$ cat src/rtl/universal_shift_reg.sv
// N-bit universal shift register: hold / load / shift left / shift right, plus an
// auto-shift engine (IDLE/RUN) with Busy/Done. Define USR_ROTATE_EN to make auto-shifts rotate.
module universal_shift_reg #(
  parameter int WIDTH  = 8,
  parameter int STEP_W = 4
) (
  input  logic              Clock,
  input  logic              Reset,
  input  logic [1:0]        Mode,
  input  logic [WIDTH-1:0]  D,
  input  logic              ShiftInLsb,
  input  logic              ShiftInMsb,
  input  logic              Start,
  input  logic [STEP_W-1:0] Steps,
  input  logic              Dir,
  output logic [WIDTH-1:0]  Q,
  output logic [WIDTH-1:0]  Qp,
  output logic              SerialOutMsb,
  output logic              SerialOutLsb,
  output logic              Busy,
  output logic              Done,
  output logic [0:0]        state_dbg
);

  localparam logic [0:0] IDLE = 1'b0;
  localparam logic [0:0] RUN  = 1'b1;

  localparam logic [1:0] MODE_HOLD = 2'b00;
  localparam logic [1:0] MODE_SHL  = 2'b01;
  localparam logic [1:0] MODE_SHR  = 2'b10;
  localparam logic [1:0] MODE_LOAD = 2'b11;

  logic [0:0]        state;
  logic [STEP_W-1:0] cnt;
  logic              dir_lat;
  logic [WIDTH-1:0]  man_shl;
  logic [WIDTH-1:0]  man_shr;
  logic [WIDTH-1:0]  auto_shl;
  logic [WIDTH-1:0]  auto_shr;

  always_comb begin
    man_shl = {Q[WIDTH-2:0], ShiftInLsb};
    man_shr = {ShiftInMsb, Q[WIDTH-1:1]};
`ifdef USR_ROTATE_EN
    auto_shl = {Q[WIDTH-2:0], Q[WIDTH-1]};
    auto_shr = {Q[0], Q[WIDTH-1:1]};
`else
    auto_shl = man_shl;
    auto_shr = man_shr;
`endif
  end

  // Start beats Mode in IDLE; in RUN both Start and Mode are ignored.
  always_ff @(posedge Clock) begin
    if (Reset) begin
      Q       <= '0;
      state   <= IDLE;
      cnt     <= '0;
      dir_lat <= 1'b0;
      Done    <= 1'b0;
    end else begin
      Done <= 1'b0;
      case (state)
        IDLE: begin
          if (Start) begin
            cnt     <= Steps;
            dir_lat <= Dir;
            state   <= RUN;
          end else begin
            case (Mode)
              MODE_HOLD: Q <= Q;
              MODE_SHL:  Q <= man_shl;
              MODE_SHR:  Q <= man_shr;
              MODE_LOAD: Q <= D;
              default:   Q <= Q;
            endcase
          end
        end
        RUN: begin
          if (cnt != '0) begin
            Q   <= dir_lat ? auto_shr : auto_shl;
            cnt <= cnt - {{(STEP_W-1){1'b0}}, 1'b1};
          end else begin
            state <= IDLE;
            Done  <= 1'b1;
          end
        end
        default: state <= IDLE;
      endcase
    end
  end

  assign Busy         = (state == RUN);
  assign Qp           = ~Q;
  assign SerialOutMsb = Q[WIDTH-1];
  assign SerialOutLsb = Q[0];
  assign state_dbg    = state;

endmodule

$ cat config.mk
export PLATFORM = sky130hd
export DESIGN_NAME = universal_shift_reg
export DESIGN_NICKNAME = d
export VERILOG_FILES = /design/src/rtl/universal_shift_reg.sv
export SDC_FILE = /design/constraint.sdc
export NUM_CORES = 1
export LEC_CHECK = 0
export CORE_ASPECT_RATIO = 1.4
export CORE_MARGIN = 2
export CORE_UTILIZATION = 49
export CTS_BUF_LIST = sky130_fd_sc_hd__clkbuf_4 sky130_fd_sc_hd__clkbuf_8
export CTS_CLUSTER_SIZE = 40
export DETAILED_ROUTE_END_ITERATION = 16
export HOLD_SLACK_MARGIN = 0.06
export PLACE_DENSITY = 0.88
export SYNTH_ARGS = -nofsm -noshare
export SYNTH_HDL_FRONTEND = slang
export SYNTH_SLANG_ARGS = --single-unit
$ cat constraint.sdc
create_clock -name Clock -period 4.11 [get_ports Clock]
set_input_delay 0.822 -clock Clock [delete_from_list [all_inputs] [get_ports Clock]]
set_output_delay 0.822 -clock Clock [all_outputs]
set_load 0.02 [all_outputs]
==> results.py <==
metrics = {
    "final_layout": {
        "final_nets": 180,
        "antenna_cells": 0,
        "drive_above_1_share_pct": 10.8,
        "final_area_sq_um": 1470,
        "syn2layout_area_growth_pct": 34.6,
    },
    "worst_setup_path": {
        "cp_slowest_cell": "clkdlybuf4s50_1",
        "path_delay_family": "buffers and inverters",
        "startpoint_type": "flop",
        "critPathRequiredTime_ps": 3290,
        "end_kind": "primary output",
        "critPathArrivalTime_ps": 1630,
        "worst-path-max-fanout": 38,
        "critical_path_class": "flop to primary output",
        "critPathBufInv": 2,
        "cp_cell_sequence": "buf_4 > clkdlybuf4s50_1",
        "cpPeakStageDelay_ps": 680,
    },
    "route": {
        "wl_microns": 2720,
        "vias": 1117,
        "first_iter_violations": 24,
        "wl_per_cell_microns": 15.1,
        "via_per_inst": 6.21,
        "first_pass_iters": 5,
        "ant_nets": 0,
        "drc": 0,
    },
    "sta": {
        "final.setup_skew_ps": 3.85,
        "fin_crit_sh_pct": 59.6,
        "rsz0062_at_grt": "false",
        "max-slew-margin-rel_pct": 45.1,
        "worstMarginPinSlew_ps": 820,
        "period_minus_slack_ps": 2450,
        "fin_ws_ps": 1660,
        "tns_ps": 0,
        "finalSetupViolations": 0,
        "maxSlewViolCount": 0,
        "fmax_mhz": 408,
        "whs_ps": 499,
        "final_hold_viol_count": 0,
    },
    "pwr": {
        "power.clock.fraction_pct": 16.2,
        "combPwrFrac_pct": 47.0,
        "p_sw_share_pct": 37.4,
        "vdd_drop_max_uv": 243,
        "p_per_area_nw_per_um2": 353,
        "leakagePower_nw": 0.576,
        "switching_power_mw": 0.194,
        "intPower_mw": 0.325,
        "seq_power_share_pct": 36.9,
    },
    "global_route": {
        "grt_pass1_wl_microns": 4430,
        "first_global_vias": 1024,
        "globalRouteOverflowTotal": 0,
        "antenna_found_initial": 0,
        "grtUsageTotal_pct": 22.4,
        "grt_max_degree": 39,
    },
    "synthesis": {
        "synth_edf_count": 0,
        "netlist_instances": 128,
        "syn_area_sq_um": 1090,
        "syn_nets": 149,
        "seq_area_frac_synth_pct": 27.5,
        "synth_seq_cells": 15,
        "avgSynthCellArea_sq_um": 8.53,
        "synth.distinct_cells": 31,
        "synthArstFlopShare_pct": 0,
        "yosysWarnings": 0,
        "synth_flop_cell": "dfxtp_1",
    },
    "clock_tree": {
        "max-clock-path-buffers": 2,
        "cts-root-buf": "clkbuf_4",
        "h-tree-depth": 1,
        "cts_tree": "done",
        "cts_buffers": 3,
        "numClockSinks": 15,
        "clock_latency_ps": 280,
        "post_cts_buffers": 0,
        "cts_hold_buf": 0,
        "path_clk_slew_ps": 90,
        "postCtsResizedCells": 0,
    },
    "die": {
        "die_x_microns": 43.9,
        "row_count": 20,
        "num_io_pins": 41,
        "coreArea_sq_um": 2150,
        "initial_core_util_pct": 50.8,
        "dieArea_sq_um": 2630,
        "die_h_microns": 59.9,
    },
    "placement": {
        "place.gp.congestion": 0.828,
        "hpwlAfterDp_microns": 1980,
        "placed_area_sq_um": 1440,
        "io_buffer_count": 40,
        "pre_cts_ws_ps": 1460,
    },
    "job": {
        "max_cap_viol_count": 0,
    },
    "hold_path": {
        "hold_class": "flop to flop",
    },
    "status": {
        "status": "finished, final reports clean",
    },
}
## through the flow
stage                     std cells  utilization [%]  power (mW)
final                           180             68.3       0.519
after global routing            180             68.3       0.556
after CTS                       180             68.3       0.523
after detailed placement        176             67.0       0.439
after global placement          176             67.0       0.431
after floorplan                 128                -       0.350
## registers in the layout, summed over array words and instances (netlist names)
register	cells
cnt	4
Q	8
Busy	1
Done	1
dir_lat	1
## power groups by stage
stage	Clock, mW	Combinational [mW]	Sequential, mW
after floorplan	0	0.147	0.203
after global placement	0	0.237	0.194
after detailed placement	0	0.244	0.195
after CTS	0.0867	0.245	0.191
after global routing	0.0966	0.263	0.196
final	0.0841	0.244	0.191
## routing by layer
metal	track usage, %	up-vias	share of wire [%]
li1	-	537	-
met1	25.6	531	38
met2	38.7	45	54
met3	5.14	4	7.0
met4	10.4	0	0.99
met5	0	-	0
## Yosys cell counts (2+ instances only)
cell type | n | share of area (%)
dfxtp_1 | 15 | 27
inv_1 | 12 | 4.1
nor2_1 | 12 | 4.1
mux2i_1 | 10 | 9.2
nand2_1 | 9 | 3.1
a211o_1 | 8 | 6.4
a221oi_1 | 8 | 6.4
mux2_2 | 8 | 8.2
a311oi_1 | 7 | 5.6
buf_2 | 5 | 2.3
buf_4 | 4 | 2.7
clkbuf_1 | 4 | 1.4
a21oi_1 | 3 | 1.4
o21ai_0 | 3 | 1.4
a211oi_1 | 2 | 1.4
nor2b_1 | 2 | 1.1
nor3_1 | 2 | 0.92
## logic make-up after synthesis
kind of cell	Yosys count	synth area share (%)
compound gates	36	28.1
fa+ha+maj	1	1.15
buf+inv	27	11.9
flops	15	27.5
mux	18	17.4
simple gates	31	14.0
## layout make-up
| type | instances | area (sq um) |
|---|---|---|
| Clock inverter | 1 | 5.00 |
| Inverter | 12 | 45.0 |
| Sequential cell | 15 | 300 |
| Fill cell | 193 | 682 |
| Multi-Input combinational cell | 86 | 662 |
| Tap cell | 22 | 27.5 |
| Clock buffer | 3 | 22.5 |
| Timing Repair Buffer | 41 | 408 |
## worst min-delay path, delay by kind of cell, from the launching register on
family	cells	cell delay, ps
compound gates	2	130
flops	1	330
## placed cells by master, fill, tap and decap left out, types with 2 or more instances in the layout
cell             Yosys  final
clkbuf_4             0      3
a221oi_1             8      8
a21oi_1              3      3
clkdlybuf4s50_1      0     40
a211oi_1             2      2
nor2_1              12     12
inv_1               12     12
a211o_1              8      8
mux2i_1             10     10
nor2b_1              2      2
nor3_1               2      2
a311oi_1             7      7
o21ai_0              3      3
dfxtp_1             15     15
mux2_2               8      8
nand2_1              9      9
## path summary, 6_finish.rpt
check	from	endpoint	slack (ps)	depth (start not counted)
max	Busy	state_dbg	1660	2
min	cnt[1]	cnt[1]	500	2
max reg2reg	Busy	Q[4]	2230	4
min reg2reg	cnt[1]	cnt[1]	500	2
Power figures use the tool's default switching activity.
